==> src/rtl/wb_sram16_ctrl_if.sv <==
// Wishbone single-access bus between the shared arbiter port and the SRAM controller.
// Slave side: adr/dat/we/sel/stb/cyc in; dat_o/ack_o out.
interface wb_sram16_ctrl_if;
  logic [31:0] wb_adr_i;
  logic [31:0] wb_dat_i;
  logic [31:0] wb_dat_o;
  logic        wb_we_i;
  logic [3:0]  wb_sel_i;
  logic        wb_stb_i;
  logic        wb_cyc_i;
  logic        wb_ack_o;

  modport master (
    output wb_adr_i, wb_dat_i, wb_we_i,
    output wb_sel_i, wb_stb_i, wb_cyc_i,
    input  wb_dat_o, wb_ack_o
  );

  modport slave (
    input  wb_adr_i, wb_dat_i, wb_we_i,
    input  wb_sel_i, wb_stb_i, wb_cyc_i,
    output wb_dat_o, wb_ack_o
  );
endinterface

==> src/rtl/wb_sram16_ctrl.sv <==
// 32-bit Wishbone slave to 16-bit async SRAM, one or two half-word phases.
// Ports: clk, rst_n, wb (slave modport), sram_* pad signals (all registered).
module wb_sram16_ctrl #(
  parameter int ADDR_W      = 18,
  parameter int WAIT_CYCLES = 2
) (
  input  logic              clk,
  input  logic              rst_n,
  wb_sram16_ctrl_if.slave   wb,
  output logic [ADDR_W-1:0] sram_addr,
  output logic [15:0]       sram_dq_o,
  input  logic [15:0]       sram_dq_i,
  output logic              sram_dq_oe,
  output logic              sram_ce_n,
  output logic              sram_oe_n,
  output logic              sram_we_n,
  output logic              sram_lb_n,
  output logic              sram_ub_n
);

  localparam int CW = $clog2(WAIT_CYCLES + 1);
  localparam logic [CW-1:0] RELOAD = CW'(WAIT_CYCLES - 1);

  localparam logic [2:0] S_IDLE    = 3'd0;
  localparam logic [2:0] S_LO      = 3'd1;
  localparam logic [2:0] S_LO_HOLD = 3'd2;
  localparam logic [2:0] S_HI      = 3'd3;
  localparam logic [2:0] S_HI_HOLD = 3'd4;
  localparam logic [2:0] S_ACK     = 3'd5;
  localparam logic [2:0] S_RECOVER = 3'd6;

  logic [2:0]        state_q, state_d;
  logic [CW-1:0]     cnt_q, cnt_d;
  logic [ADDR_W-2:0] adr_q, adr_d;
  logic [31:0]       dat_q, dat_d;
  logic              we_q, we_d;
  logic [3:0]        sel_q, sel_d;

  logic [ADDR_W-1:0] addr_q, addr_d;
  logic [15:0]       dqo_q, dqo_d;
  logic              dqoe_q, dqoe_d;
  logic              ce_q, ce_d;
  logic              oe_q, oe_d;
  logic              wen_q, wen_d;
  logic              lb_q, lb_d;
  logic              ub_q, ub_d;
  logic              ack_q, ack_d;
  logic [31:0]       rdat_q;
  logic [15:0]       rd_lo_q;
  logic              smp_lo_q, smp_lo_d;
  logic              smp_hi_q, smp_hi_d;

  logic busy, abort, cnt_done, hi_en, hi_ph;
  logic unused_adr;

  assign unused_adr = ^{wb.wb_adr_i[31:ADDR_W+1],
                        wb.wb_adr_i[1:0]};

  assign busy = (state_q == S_LO) | (state_q == S_LO_HOLD)
              | (state_q == S_HI) | (state_q == S_HI_HOLD);
  assign abort    = busy & ~wb.wb_cyc_i;
  assign cnt_done = (cnt_q == '0);
  assign hi_en    = ~we_q | (|sel_q[3:2]);
  assign hi_ph    = (state_q == S_HI);

  // Sequencing
  always_comb begin
    state_d = state_q;
    cnt_d   = cnt_q;
    adr_d   = adr_q;
    dat_d   = dat_q;
    we_d    = we_q;
    sel_d   = sel_q;
    if (abort) begin
      state_d = S_IDLE;
    end else begin
      unique case (state_q)
        S_IDLE: begin
          if (wb.wb_cyc_i && wb.wb_stb_i) begin
            adr_d = wb.wb_adr_i[ADDR_W:2];
            dat_d = wb.wb_dat_i;
            we_d  = wb.wb_we_i;
            sel_d = wb.wb_sel_i;
            cnt_d = RELOAD;
            if (!wb.wb_we_i || (|wb.wb_sel_i[1:0]))
              state_d = S_LO;
            else if (|wb.wb_sel_i[3:2])
              state_d = S_HI;
            else
              state_d = S_ACK;
          end
        end
        S_LO: begin
          if (!cnt_done) begin
            cnt_d = cnt_q - 1'b1;
          end else if (we_q) begin
            state_d = S_LO_HOLD;
          end else begin
            state_d = S_HI;
            cnt_d   = RELOAD;
          end
        end
        S_LO_HOLD: begin
          if (hi_en) begin
            state_d = S_HI;
            cnt_d   = RELOAD;
          end else begin
            state_d = S_ACK;
          end
        end
        S_HI: begin
          if (!cnt_done)
            cnt_d = cnt_q - 1'b1;
          else if (we_q)
            state_d = S_HI_HOLD;
          else
            state_d = S_ACK;
        end
        S_HI_HOLD: state_d = S_ACK;
        S_ACK:     state_d = S_RECOVER;
        S_RECOVER: begin
          // stb lingers one cycle past ack behind the arbiter
          if (!wb.wb_stb_i)
            state_d = S_IDLE;
        end
        default: state_d = S_IDLE;
      endcase
    end
  end

  // Pad outputs lag the state by one registered cycle
  always_comb begin
    addr_d = addr_q;
    dqo_d  = dqo_q;
    dqoe_d = 1'b0;
    ce_d   = 1'b1;
    oe_d   = 1'b1;
    wen_d  = 1'b1;
    lb_d   = 1'b1;
    ub_d   = 1'b1;
    if (!abort) begin
      unique case (state_q)
        S_LO, S_HI: begin
          ce_d   = 1'b0;
          addr_d = {adr_q, hi_ph};
          if (we_q) begin
            wen_d  = 1'b0;
            dqoe_d = 1'b1;
            dqo_d  = hi_ph ? dat_q[31:16] : dat_q[15:0];
            lb_d   = ~(hi_ph ? sel_q[2] : sel_q[0]);
            ub_d   = ~(hi_ph ? sel_q[3] : sel_q[1]);
          end else begin
            oe_d = 1'b0;
            lb_d = 1'b0;
            ub_d = 1'b0;
          end
        end
        S_LO_HOLD, S_HI_HOLD: begin
          ce_d   = 1'b0;
          dqoe_d = dqoe_q;
          lb_d   = lb_q;
          ub_d   = ub_q;
        end
        default: ;
      endcase
    end
  end

  // Read data is sampled at the end of the last strobe cycle
  assign smp_lo_d = (state_q == S_LO) & ~we_q
                  & cnt_done & ~abort;
  assign smp_hi_d = (state_q == S_HI) & ~we_q
                  & cnt_done & ~abort;
  assign ack_d    = (state_q == S_ACK);

  always_ff @(posedge clk or negedge rst_n) begin
    if (!rst_n) begin
      state_q  <= S_IDLE;
      cnt_q    <= '0;
      adr_q    <= '0;
      dat_q    <= '0;
      we_q     <= 1'b0;
      sel_q    <= '0;
      addr_q   <= '0;
      dqo_q    <= '0;
      dqoe_q   <= 1'b0;
      ce_q     <= 1'b1;
      oe_q     <= 1'b1;
      wen_q    <= 1'b1;
      lb_q     <= 1'b1;
      ub_q     <= 1'b1;
      ack_q    <= 1'b0;
      rdat_q   <= '0;
      rd_lo_q  <= '0;
      smp_lo_q <= 1'b0;
      smp_hi_q <= 1'b0;
    end else begin
      state_q  <= state_d;
      cnt_q    <= cnt_d;
      adr_q    <= adr_d;
      dat_q    <= dat_d;
      we_q     <= we_d;
      sel_q    <= sel_d;
      addr_q   <= addr_d;
      dqo_q    <= dqo_d;
      dqoe_q   <= dqoe_d;
      ce_q     <= ce_d;
      oe_q     <= oe_d;
      wen_q    <= wen_d;
      lb_q     <= lb_d;
      ub_q     <= ub_d;
      ack_q    <= ack_d;
      smp_lo_q <= smp_lo_d;
      smp_hi_q <= smp_hi_d;
      if (smp_lo_q)
        rd_lo_q <= sram_dq_i;
      // Word updates together with ack, so an aborted read leaves it intact
      if (smp_hi_q)
        rdat_q <= {sram_dq_i, rd_lo_q};
    end
  end

  assign sram_addr   = addr_q;
  assign sram_dq_o   = dqo_q;
  assign sram_dq_oe  = dqoe_q;
  assign sram_ce_n   = ce_q;
  assign sram_oe_n   = oe_q;
  assign sram_we_n   = wen_q;
  assign sram_lb_n   = lb_q;
  assign sram_ub_n   = ub_q;
  assign wb.wb_ack_o = ack_q;
  assign wb.wb_dat_o = rdat_q;

endmodule

==> src/flat_wrapper.sv <==
// flat-port wrapper written by rule: the top's interface ports become plain ports
module wb_sram16_ctrl_flat 
#(
  parameter int ADDR_W      = 18,
  parameter int WAIT_CYCLES = 2
)
  (clk, rst_n, sram_addr, sram_dq_o, sram_dq_i, sram_dq_oe, sram_ce_n, sram_oe_n, sram_we_n, sram_lb_n, sram_ub_n, wb_wb_adr_i, wb_wb_dat_i, wb_wb_we_i, wb_wb_sel_i, wb_wb_stb_i, wb_wb_cyc_i, wb_wb_dat_o, wb_wb_ack_o);
  wb_sram16_ctrl_if wb_i ();
  input  logic clk;
  input  logic rst_n;
  output logic [ADDR_W-1:0] sram_addr;
  output logic [15:0] sram_dq_o;
  input  logic [15:0] sram_dq_i;
  output logic sram_dq_oe;
  output logic sram_ce_n;
  output logic sram_oe_n;
  output logic sram_we_n;
  output logic sram_lb_n;
  output logic sram_ub_n;
  input wire logic [$bits(wb_i.wb_adr_i)-1:0] wb_wb_adr_i;
  input wire logic [$bits(wb_i.wb_dat_i)-1:0] wb_wb_dat_i;
  input wire logic [$bits(wb_i.wb_we_i)-1:0] wb_wb_we_i;
  input wire logic [$bits(wb_i.wb_sel_i)-1:0] wb_wb_sel_i;
  input wire logic [$bits(wb_i.wb_stb_i)-1:0] wb_wb_stb_i;
  input wire logic [$bits(wb_i.wb_cyc_i)-1:0] wb_wb_cyc_i;
  output wire logic [$bits(wb_i.wb_dat_o)-1:0] wb_wb_dat_o;
  output wire logic [$bits(wb_i.wb_ack_o)-1:0] wb_wb_ack_o;
  assign wb_i.wb_adr_i = wb_wb_adr_i;
  assign wb_i.wb_dat_i = wb_wb_dat_i;
  assign wb_i.wb_we_i = wb_wb_we_i;
  assign wb_i.wb_sel_i = wb_wb_sel_i;
  assign wb_i.wb_stb_i = wb_wb_stb_i;
  assign wb_i.wb_cyc_i = wb_wb_cyc_i;
  assign wb_wb_dat_o = wb_i.wb_dat_o;
  assign wb_wb_ack_o = wb_i.wb_ack_o;
  wb_sram16_ctrl #(.ADDR_W(ADDR_W), .WAIT_CYCLES(WAIT_CYCLES)) u_core (.clk(clk), .rst_n(rst_n), .wb(wb_i), .sram_addr(sram_addr), .sram_dq_o(sram_dq_o), .sram_dq_i(sram_dq_i), .sram_dq_oe(sram_dq_oe), .sram_ce_n(sram_ce_n), .sram_oe_n(sram_oe_n), .sram_we_n(sram_we_n), .sram_lb_n(sram_lb_n), .sram_ub_n(sram_ub_n));
endmodule
==> config.mk <==
export PLATFORM = sky130hd
export DESIGN_NAME = wb_sram16_ctrl_flat
export DESIGN_NICKNAME = d
export VERILOG_FILES = /design/src/rtl/wb_sram16_ctrl_if.sv /design/src/rtl/wb_sram16_ctrl.sv /design/src/flat_wrapper.sv
export SDC_FILE = /design/constraint.sdc
export NUM_CORES = 1
export LEC_CHECK = 0
export ABC_AREA = 1
export BUFFER_PORTS_ARGS = -buffer_cell sky130_fd_sc_hd__buf_2
export CORE_MARGIN = 2
export CORE_UTILIZATION = 57
export CTS_BUF_LIST = sky130_fd_sc_hd__clkbuf_8
export DETAILED_ROUTE_END_ITERATION = 16
export PLACE_DENSITY = 0.85
export SLEW_MARGIN = 10
export SYNTH_ARGS = -nofsm -noshare
export SYNTH_HDL_FRONTEND = slang
export SYNTH_SLANG_ARGS = --single-unit
==> constraint.sdc <==
create_clock -name clk -period 2 [get_ports clk]
set_clock_uncertainty 0.05 [all_clocks]
set_input_delay 0 -clock clk [delete_from_list [all_inputs] [get_ports clk]]
set_output_delay 0 -clock clk [all_outputs]
set_load 0.005 [all_outputs]
==> impl_metrics.tcl, run 1 <==
set metrics [dict create \
    finalPower_uw 11500 \
    floorplan.die.width_um 108 \
    floorplan.initialDensity 0.590 \
    fmax_mhz 542 \
    tritoncts "yes" \
    cts.sink_count 150 \
    final_cell_mix "sky130_fd_sc_hd__nand2_1, sky130_fd_sc_hd__buf_2, sky130_fd_sc_hd__dfrtp_1" \
    post_cts_hold_buffer_count 74 \
    worst-slew-pin-transition_ns 0.484 \
    globalRouteOverflowTotal 0 \
    drc 0 \
    ff2ff_setup_slack_ns 0.15 \
    buffers_on_ports 146 \
    die_area_mm2 0.0116 \
    switching_power_uw 4150 \
    count_of_pins_on_the_block_boundary 162 \
    setup.worst_path.end_class "register" \
    critical_path_peak_fanout 35 \
    synth-seq-cells 150 \
    cts.root.buffer_cell "sky130_fd_sc_hd__clkbuf_8" \
    run_status "complete, no violations" \
    ir_worst_vdd_uv 658 \
    gr-usage-met1 0.339 \
    number_of_global_route_vias_before_repair 5244 \
    timing_max_transition_violations_final 0 \
    total_number_of_yosys_warnings 0 \
    maximum_count_of_clock_buffers_along_a_single_path 2 \
    finalSetupViolCount 0 \
    grt_setup_unrepaired "false" \
    crit_path_frequent_cell "sky130_fd_sc_hd__nor2_1" \
    power_report.internal_total_uw 7370 \
    cts.repair.resized 0 \
    total_leakage_power_uw 0.00416 \
    detail_route.wirelength_um 15000 \
    syn-instance-count 645 \
    critPathSlowestCell "sky130_fd_sc_hd__dfrtp_1" \
    avgRoutedWirePerCell_um 14.8 \
    gr-usage-met3 0.0527 \
    worstReg2RegStart "u_core.state_q[2]" \
    firstDrtPassIters 5 \
    r2r_cells 9 \
    worst_r2r_endpoint "u_core.state_q[1]" \
    max-cap-violations 0 \
    num_antenna_cells 0 \
    clock_power_share 0.194 \
    yosysSeqAreaShare 0.614 \
    slowest_delay_ns 0.54 \
    dr.first_iter.drc_count 354 \
    final_layout_size_suffix_gt1_frac 0.252 \
    hold_slack_ns 0.0550 \
    n_fill_cell 648 \
    place.detailed.hpwl_um 8980 \
    finish.net_count 952 \
    synth_nets 736 \
    ant_nets 0 \
    timing.critical_path.cells "inv_4, nand2_2, inv_2, nand2_4, buf_4, nor2_1, nor2_1, nand3_1, nand2_1" \
    area_used_by_multi_input_combinational_logic_mm2 0.00197 \
    cts_buffers 17 \
    synth_cell_type_count 28 \
    hold_violations 0 \
    start_to_end_type_of_the_worst_setup_path "reg2reg" \
    gr-usage-all-layers 0.273 \
    htree_levels 4 \
    grt_most_used_layer "met2" \
    synthesis.area_per_instance_um2 9.49 \
    wire_length_of_the_first_global_routing_pass_um 24300 \
    clkSlewWorstSetupHoldPaths_ns 0.08 \
    timing.critical_path.required_ns 2.32 \
    grt_antenna_before_repair 0 \
    die_height_um 108 \
    flop_pwr_share 0.459 \
    coreArea_mm2 0.0104 \
    core.rowCount 37 \
    post_cts_buffers 0 \
    seqCellArea_mm2 0.00376 \
    insertion_delay_to_the_later_sink_of_the_worst_skew_pair_ns 0.44 \
    hold_path_class "in2async" \
    fin_setup_tns_ns 0 \
    pwr-share-comb 0.347 \
    power_per_cell_area_mw_per_mm2 1420 \
    grt.met2_usage 0.469 \
    setup.worst_path.start_class "register" \
    dr_total_vias 5275 \
    gp_congestion 0.919 \
    min_period_over_period 0.923 \
    synth_area_mm2 0.00612 \
    maximum_number_of_pins_on_one_net_before_global_route_repair 87 \
    postLayoutCoreUtil 0.780 \
    cp_data_arrival_time_ns 2.17 \
    area_added_between_synthesis_and_finish_pct 32.2 \
    final_common_cell "sky130_fd_sc_hd__nand2_1" \
    route.detailed.vias_per_inst 5.22 \
    maxSlewHeadroom 0.677 \
    sw_frac_of_total 0.360 \
    post-route-min-period_ns 1.85 \
]
-- cell usage after synthesis --
cell type                  count  area, um^2
sky130_fd_sc_hd__nand2_2       2        12.5
sky130_fd_sc_hd__a21oi_1      34         170
sky130_fd_sc_hd__nor2_4        1        11.3
sky130_fd_sc_hd__o21ai_1       3        15.0
sky130_fd_sc_hd__nand3b_1      3        22.5
sky130_fd_sc_hd__dfstp_2       5         131
sky130_fd_sc_hd__inv_1        46         173
sky130_fd_sc_hd__dfrtp_1     145        3630
sky130_fd_sc_hd__clkbuf_1     10        37.5
sky130_fd_sc_hd__nor2_1       43         161
sky130_fd_sc_hd__buf_4         4        30.0
sky130_fd_sc_hd__o211ai_1      2        15.0
sky130_fd_sc_hd__buf_2        16        80.1
sky130_fd_sc_hd__nand4_1       2        12.5
sky130_fd_sc_hd__buf_6         4        45.0
sky130_fd_sc_hd__nand3_1      66         330
sky130_fd_sc_hd__o21ai_0      32         160
sky130_fd_sc_hd__nor2_8        1        20.0
sky130_fd_sc_hd__ha_1          2        25.0
sky130_fd_sc_hd__inv_2         4        15.0
sky130_fd_sc_hd__o21a_1       16         120
sky130_fd_sc_hd__mux2_2       16         180
sky130_fd_sc_hd__nor2_2        1        6.26
sky130_fd_sc_hd__nand2_4       1        11.3
sky130_fd_sc_hd__nor3_1        2        10.0
sky130_fd_sc_hd__o22ai_1       1        6.26
sky130_fd_sc_hd__inv_4         1        6.26
sky130_fd_sc_hd__nand2_1     182         683
-- sequential cells by signal, indices dropped and copies added, names as in the netlist --
register and flops:
u_core.dat_q 32, u_core.we_q 1, u_core.cnt_q 2, u_core.sram_oe_n 1, u_core.sram_dq_oe 1, u_core.smp_hi_q 1
u_core.rd_lo_q 16, u_core.sel_q 4, u_core.sram_we_n 1, u_core.wb.wb_ack_o 1, u_core.adr_q 17, u_core.sram_ub_n 1
u_core.sram_dq_o 16, u_core.wb.wb_dat_o 32, u_core.sram_lb_n 1, u_core.sram_addr 18, u_core.state_q 3, u_core.smp_lo_q 1
u_core.sram_ce_n 1
-- power groups by stage --
stage / sequential, uW / clock [uW] / combinational [uW]
floorplan: 5220 / 0 / 2400
detailed placement: 5310 / 0 / 3830
global placement: 5220 / 0 / 3640
global route: 5440 / 2410 / 4530
CTS: 5260 / 2260 / 3960
finish: 5290 / 2240 / 4000
-- area by class of cell --
class,instances,area share
Inverter,51,0.0240
Clock buffer,18,0.0306
Timing Repair Buffer,231,0.199
Tap cell,136,0.0210
Clock inverter,14,0.0167
Sequential cell,150,0.465
Multi-Input combinational cell,410,0.244
-- routing by layer --
| metal | wire [um] | part of all wire |
|---|---|---|
| met3 | 823 | 0.055 |
| met2 | 7650 | 0.51 |
| met1 | 6170 | 0.41 |
| met4 | 308 | 0.021 |
| met5 | 0 | 0 |
-- per-stage QoR --
step / instances / area, um^2 / worst slack, ns
after floorplan: 645 / 6120 / 0.655
after global placement: 904 / 6950 / 0.343
after detailed placement: 904 / 6950 / 0.266
after CTS: 1010 / 8090 / 0.238
after global routing: 1010 / 8090 / 0.0329
final: 1010 / 8090 / 0.154
-- critical path, delay by kind of cell, from the launching register on --
family | cells | cell delay (ns)
buffers and inverters | 3 | 0.49
and+or+nand+nor | 6 | 0.69
DFF | 1 | 0.54
-- worst max-delay path by stage --
| stage | slack, ns | from | end | cells past startpoint |
|---|---|---|---|---|
| 4_1_cts | 0.24 | u_core.state_q[2] | u_core.state_q[1] | 9 |
| 3_5_place_dp | 0.27 | u_core.state_q[2] | u_core.state_q[1] | 9 |
| 6_report | 0.15 | u_core.state_q[2] | u_core.state_q[1] | 9 |
| 5_1_grt | 0.03 | u_core.state_q[2] | u_core.state_q[1] | 9 |
| 3_3_place_gp | 0.34 | u_core.state_q[2] | u_core.state_q[1] | 9 |
| 2_1_floorplan | 0.66 | u_core.state_q[2] | u_core.sram_dq_o[11] | 9 |
-- kinds of logic after synthesis --
logic type | count (synthesis) | synth area share
muxes | 16 | 0.0294
AOI/OAI and AO/OA | 88 | 0.0795
buffers and inverters | 85 | 0.0632
DFF | 150 | 0.614
and+or+nand+nor | 304 | 0.209
adders and majority gates | 2 | 0.00409
Note: power is estimated with default switching activity, not from simulation.
==> run 2: changes to the inputs <==
--- a/config.mk
+++ b/config.mk
@@ -7,11 +7,13 @@
 export LEC_CHECK = 0
 export ABC_AREA = 1
 export BUFFER_PORTS_ARGS = -buffer_cell sky130_fd_sc_hd__buf_2
+export CELL_PAD_IN_SITES_DETAIL_PLACEMENT = 0
+export CELL_PAD_IN_SITES_GLOBAL_PLACEMENT = 1
 export CORE_MARGIN = 2
-export CORE_UTILIZATION = 57
+export CORE_UTILIZATION = 37
 export CTS_BUF_LIST = sky130_fd_sc_hd__clkbuf_8
 export DETAILED_ROUTE_END_ITERATION = 16
-export PLACE_DENSITY = 0.85
+export PLACE_DENSITY_LB_ADDON = 0.1
 export SLEW_MARGIN = 10
 export SYNTH_ARGS = -nofsm -noshare
 export SYNTH_HDL_FRONTEND = slang
==> constraint.sdc (replaced) <==
create_clock -name clk -period 1.5 [get_ports clk]
set_clock_uncertainty 0.05 [all_clocks]
set_input_delay 0 -clock clk [delete_from_list [all_inputs] [get_ports clk]]
set_output_delay 0 -clock clk [all_outputs]
set_load 0.005 [all_outputs]
==> impl_metrics.tcl, run 2 (synthesis results as in run 1) <==
set metrics [dict create \
    coreArea_mm2 0.0163 \
    clkSlewWorstSetupHoldPaths_ns 0.08 \
    min_period_over_period 0.972 \
    die_height_um 133 \
    die_area_mm2 0.0176 \
    avgRoutedWirePerCell_um 14.1 \
    hold_violations 0 \
    final_common_cell "sky130_fd_sc_hd__nand2_1" \
    floorplan.die.width_um 133 \
    worstReg2RegStart "u_core.state_q[0]" \
    route.detailed.vias_per_inst 4.64 \
    critical_path.startpoint "u_core.state_q[0]" \
    drc 0 \
    insertion_delay_to_the_later_sink_of_the_worst_skew_pair_ns 0.43 \
    setup.worst_path.start_class "register" \
    final_layout_size_suffix_gt1_frac 0.282 \
    floorplan.initialDensity 0.374 \
    cts.root.buffer_cell "sky130_fd_sc_hd__clkbuf_8" \
    ir_worst_vdd_uv 767 \
    gr-usage-met1 0.243 \
    hold_path_class "in2reg" \
    cp_data_arrival_time_ns 1.73 \
    number_of_global_route_vias_before_repair 5020 \
    globalRouteOverflowTotal 0 \
    total_leakage_power_uw 0.00426 \
    setup.worst_path.end_class "register" \
    ff2ff_setup_slack_ns 0.04 \
    dr_total_vias 5123 \
    grt.met2_usage 0.289 \
    maxSlewHeadroom 0.734 \
    num_antenna_cells 0 \
    buffers_on_ports 146 \
    gr-usage-all-layers 0.178 \
    r2r_cells 8 \
    postLayoutCoreUtil 0.520 \
    firstDrtPassIters 4 \
    timing.critical_path.required_ns 1.77 \
    gr-usage-met3 0.0372 \
    power_per_cell_area_mw_per_mm2 1850 \
    n_fill_cell 1618 \
    max-cap-violations 0 \
    run_status "complete, no violations" \
    cts_buffers 17 \
    finalSetupViolCount 0 \
    tritoncts "yes" \
    htree_levels 4 \
    crit_path_end "u_core.sram_dq_o[12]" \
    maximum_count_of_clock_buffers_along_a_single_path 2 \
    maximum_number_of_pins_on_one_net_before_global_route_repair 59 \
    final_cell_mix "sky130_fd_sc_hd__nand2_1, sky130_fd_sc_hd__buf_2, sky130_fd_sc_hd__dfrtp_1" \
    grt_most_used_layer "met2" \
    cts.sink_count 150 \
    wire_length_of_the_first_global_routing_pass_um 25100 \
    ant_nets 0 \
    fmax_mhz 686 \
    critical_path_peak_fanout 8 \
    timing_max_transition_violations_final 0 \
    worst_r2r_endpoint "u_core.sram_dq_o[12]" \
    finalPower_uw 15800 \
    grt_antenna_before_repair 0 \
    grt_setup_unrepaired "true" \
    post-route-min-period_ns 1.46 \
    finish.net_count 966 \
    worst-slew-pin-transition_ns 0.398 \
    dr.first_iter.drc_count 343 \
    detail_route.wirelength_um 15600 \
    area_added_between_synthesis_and_finish_pct 38.9 \
    place.detailed.hpwl_um 9570 \
    gp_congestion 0.777 \
    count_of_pins_on_the_block_boundary 162 \
    start_to_end_type_of_the_worst_setup_path "reg2reg" \
    core.rowCount 47 \
]
## run 2: worst min-delay path by stage
stage	end	start	slack, ns	depth (start not counted)
after detailed placement	u_core.sram_addr[9]	rst_n	-0.13	1
final	u_core.dat_q[25]	wb_wb_dat_i[25]	0.27	4
after global placement	u_core.sram_addr[9]	rst_n	-0.12	1
after CTS	u_core.dat_q[20]	wb_wb_dat_i[20]	0.24	4
after floorplan	u_core.adr_q[0]	rst_n	-0.35	0
after global routing	u_core.dat_q[26]	wb_wb_dat_i[26]	0.26	4
## run 2: metrics by stage
step / hold WS, ns / cell area, um^2 / setup slack, ns / cells / setup TNS (ns)
finish: 0.272 / 8500 / 0.0417 / 1105 / 0
global route: 0.256 / 8500 / -0.0189 / 1105 / -0.0910
CTS: 0.242 / 8250 / 0.00567 / 1097 / 0
detailed placement: -0.127 / 7170 / 0.0175 / 994 / 0
global placement: -0.124 / 7170 / 0.0321 / 994 / 0
floorplan: -0.346 / 6120 / 0.155 / 645 / 0
## run 2: area by class of cell
class	instances	area (um^2)	area share
Timing Repair Buffer	245	1840	0.217
Multi-Input combinational cell	410	2080	0.245
Sequential cell	150	3760	0.442
Clock inverter	10	85.1	0.0100
Clock buffer	19	262	0.0308
Tap cell	220	275	0.0324
Inverter	51	199	0.0234
## run 2: repair_timing
action,CTS,global route
setup endpoints to repair,0,64
hold buffers,74,0
gates resized for setup,0,28
hold endpoints to repair,238,0
setup buffers,0,5
## run 2: where the power goes
part           switching, uW  leakage, uW  internal, uW
registers                933      0.00179          6000
logic                   3250      0.00229          2770
clock network           1450     0.000176          1350
total                   5630      0.00426         10100
## run 2: metal layers
layer  share of wire  vias up  wire length (um)
met5               0        -                 0
met4          0.0069        0               107
met3           0.041        6               639
met2            0.48      128              7480
met1            0.47     2464              7380
li1                -     2525                 -
## run 2: critical path: stages (launching register included)
cell and delay [ns]:
sky130_fd_sc_hd__dfrtp_2 0.43, sky130_fd_sc_hd__buf_6 0.13, sky130_fd_sc_hd__nand2_4 0.06, sky130_fd_sc_hd__inv_4 0.08, sky130_fd_sc_hd__nand2_8 0.07, sky130_fd_sc_hd__nor2_8 0.18, sky130_fd_sc_hd__clkbuf_16 0.20, sky130_fd_sc_hd__nand3_2 0.06
sky130_fd_sc_hd__o21a_1 0.10
==> run 3: changes to the inputs <==
--- a/config.mk
+++ b/config.mk
@@ -5,12 +5,11 @@
 export SDC_FILE = /design/constraint.sdc
 export NUM_CORES = 1
 export LEC_CHECK = 0
-export ABC_AREA = 1
 export BUFFER_PORTS_ARGS = -buffer_cell sky130_fd_sc_hd__buf_2
 export CELL_PAD_IN_SITES_DETAIL_PLACEMENT = 0
 export CELL_PAD_IN_SITES_GLOBAL_PLACEMENT = 1
 export CORE_MARGIN = 2
-export CORE_UTILIZATION = 37
+export CORE_UTILIZATION = 40
 export CTS_BUF_LIST = sky130_fd_sc_hd__clkbuf_8
 export DETAILED_ROUTE_END_ITERATION = 16
 export PLACE_DENSITY_LB_ADDON = 0.1
==> impl_metrics.tcl, run 3 <==
set metrics [dict create \
    pwr-share-comb 0.416 \
    final_layout_size_suffix_gt1_frac 0.536 \
    ir_worst_vdd_uv 1080 \
    yosysSeqAreaShare 0.601 \
    hold_depth 3 \
    critical_path_peak_fanout 10 \
    core.rowCount 45 \
    start_to_end_type_of_the_worst_setup_path "reg2reg" \
    htree_levels 4 \
    gr-usage-all-layers 0.171 \
    cts.root.buffer_cell "sky130_fd_sc_hd__clkbuf_8" \
    floorplan.die.width_um 129 \
    grt_antenna_before_repair 0 \
    synth_cell_type_count 43 \
    syn-instance-count 415 \
    maxSlewHeadroom 0.725 \
    routed.top_layer "met4" \
    synthesis.area_per_instance_um2 15.1 \
    setup.worst_path.end_class "register" \
    fin_setup_tns_ns -0.504 \
    coreArea_mm2 0.0153 \
    globalRouteOverflowTotal 0 \
    place.detailed.hpwl_um 9210 \
    grt_setup_unrepaired "true" \
    cts_buffers 17 \
    switching_power_uw 5280 \
    number_of_global_route_vias_before_repair 4372 \
    route.detailed.vias_per_inst 4.59 \
    synth_area_mm2 0.00625 \
    clock_power_share 0.181 \
    total_leakage_power_uw 0.00458 \
    min_period_over_period 1.02 \
    synth_nets 506 \
    timing.critical_path.required_ns 1.77 \
    timing_max_transition_violations_final 0 \
    synth_common_cells "sky130_fd_sc_hd__dfrtp_1, sky130_fd_sc_hd__mux2_2, sky130_fd_sc_hd__mux2_4" \
    area_added_between_synthesis_and_finish_pct 43.6 \
    die_height_um 129 \
    sw_frac_of_total 0.301 \
    dr_total_vias 4134 \
    max-cap-violations 0 \
    run_status "finished with violations" \
    cp_data_arrival_time_ns 1.81 \
    synth_largest_area_cell "sky130_fd_sc_hd__dfrtp_1" \
    power_report.internal_total_uw 12200 \
    fmax_mhz 653 \
    die_area_mm2 0.0166 \
    firstDrtPassIters 4 \
    fraction_of_synthesis_flops_using_an_asynchronous_set_or_reset_pin 1.00 \
    finish.net_count 768 \
    gp_congestion 0.785 \
    hold_violations 0 \
    met1_length_um 6440 \
    maximum_count_of_clock_buffers_along_a_single_path 2 \
    detail_route.wirelength_um 14200 \
    violations_in_the_final_reports "negative setup slack" \
    setup.worst_path.start_class "register" \
    top_area_cells_in_the_synthesized_netlist "sky130_fd_sc_hd__dfrtp_1, sky130_fd_sc_hd__mux2_2, sky130_fd_sc_hd__mux2_4" \
    post-route-min-period_ns 1.53 \
    tritoncts "yes" \
    synth_ff_type "sky130_fd_sc_hd__dfrtp_1" \
    yosysTopAreaCellShare 0.580 \
    wire_length_of_the_first_global_routing_pass_um 21900 \
    power_per_cell_area_mw_per_mm2 1950 \
    final_cell_mix "sky130_fd_sc_hd__buf_2, sky130_fd_sc_hd__dfrtp_1, sky130_fd_sc_hd__dlygate4sd3_1" \
    final_common_cell "sky130_fd_sc_hd__buf_2" \
    total_number_of_yosys_warnings 0 \
    cts.sink_count 150 \
    ant_nets 0 \
    insertion_delay_to_the_later_sink_of_the_worst_skew_pair_ns 0.44 \
    hold_path_class "in2reg" \
    preCtsSetupSlack_ns -0.0888 \
    synth-seq-cells 150 \
    drc 0 \
    synth-edff-count 0 \
    setup_ws_ns -0.0324 \
    num_antenna_cells 0 \
    maximum_number_of_pins_on_one_net_before_global_route_repair 43 \
    finalSetupViolCount 48 \
    avgRoutedWirePerCell_um 15.7 \
    floorplan.initialDensity 0.410 \
    buffers_on_ports 146 \
    dr.first_iter.drc_count 115 \
    synthMostInstantiatedCell "sky130_fd_sc_hd__dfrtp_1" \
    wire_length_on_met2_um 6970 \
    r2r_cells 4 \
    flop_pwr_share 0.403 \
    worst-slew-pin-transition_ns 0.413 \
    finalPower_uw 17500 \
    clkSlewWorstSetupHoldPaths_ns 0.08 \
    count_of_pins_on_the_block_boundary 162 \
    routed-wl-met3_um 613 \
]
==> run 3: cell types whose count changed after synthesis, sizes merged, moves of 30 or more <==
cell   previous run  this run
a21oi            34         4
mux2             16       121
inv              51         5
nand2           185        25
nand3            66         3
nor2             46         9
==> run 3: per-stage QoR <==
stage	util	cells	cell area, um^2	hold slack (ns)
global route	0.588	901	8970	0.0551
finish	0.588	901	8970	0.0657
floorplan	-	415	6260	-0.346
CTS	0.570	895	8700	0.0179
global placement	0.492	785	7510	-0.0956
detailed placement	0.492	785	7510	-0.0962
==> run 3: logic make-up after synthesis <==
group / Yosys count / synth area share
xor gates and xnor gates: 3 / 0.00420
muxes: 141 / 0.280
DFF: 150 / 0.601
adders and majority gates: 3 / 0.00560
AOI/OAI and AO/OA: 36 / 0.0362
buffers and inverters: 28 / 0.0280
and+or+nand+nor: 54 / 0.0444
==> run 3: power by group through the flow <==
stage	clock, uW	combinational, uW	sequential [uW]
final	3170	7300	7060
after global routing	3470	7920	7320
after CTS	3290	6540	7040
after detailed placement	0	6270	7100
after global placement	0	6160	7000
after floorplan	0	3830	6980
==> run 3: routing by layer <==
| metal | track usage | up-vias |
|---|---|---|
| met1 | 0.217 | 2045 |
| li1 | - | 1990 |
| met4 | 0.0563 | 0 |
| met2 | 0.280 | 88 |
| met5 | 0 | - |
| met3 | 0.0549 | 11 |
==> run 3: worst paths after layout <==
path | start | end | slack (ns)
worst min-delay path | wb_wb_cyc_i | u_core.sram_we_n | 0.07
worst min register to register | u_core.sram_dq_o[14] | u_core.sram_dq_o[14] | 0.43
worst max-delay path | u_core.state_q[0] | u_core.sram_addr[1] | -0.03
max in group asynchronous | rst_n | u_core.sram_lb_n | 0.27
min in group asynchronous | rst_n | u_core.dat_q[11] | 0.53
worst max register to register | u_core.state_q[0] | u_core.sram_addr[1] | -0.03
==> run 3: what timing repair did <==
action / CTS / global route
hold buffers: 74 / 0
buffers inserted: 4 / 3
gates cloned: 0 / 3
endpoints found under the setup margin: 91 / 92
endpoints found under the hold margin: 243 / 0
gates resized for setup: 6 / 57
pin swaps: 3 / 2
==> run 3: worst max-delay path, stage by stage, from the launching register on <==
cell,delay (ns)
sky130_fd_sc_hd__dfrtp_2,0.49
sky130_fd_sc_hd__and2b_2,0.27
sky130_fd_sc_hd__nand2_4,0.12
sky130_fd_sc_hd__clkbuf_16,0.19
sky130_fd_sc_hd__mux2_4,0.30
==> run 3: area by class of cell <==
cell class,count,area (um^2)
Fill cell,1235,6280
Multi-Input combinational cell,237,2480
Inverter,5,23.8
Timing Repair Buffer,266,2040
Sequential cell,150,3760
Clock inverter,14,159
Clock buffer,18,248
Tap cell,211,264
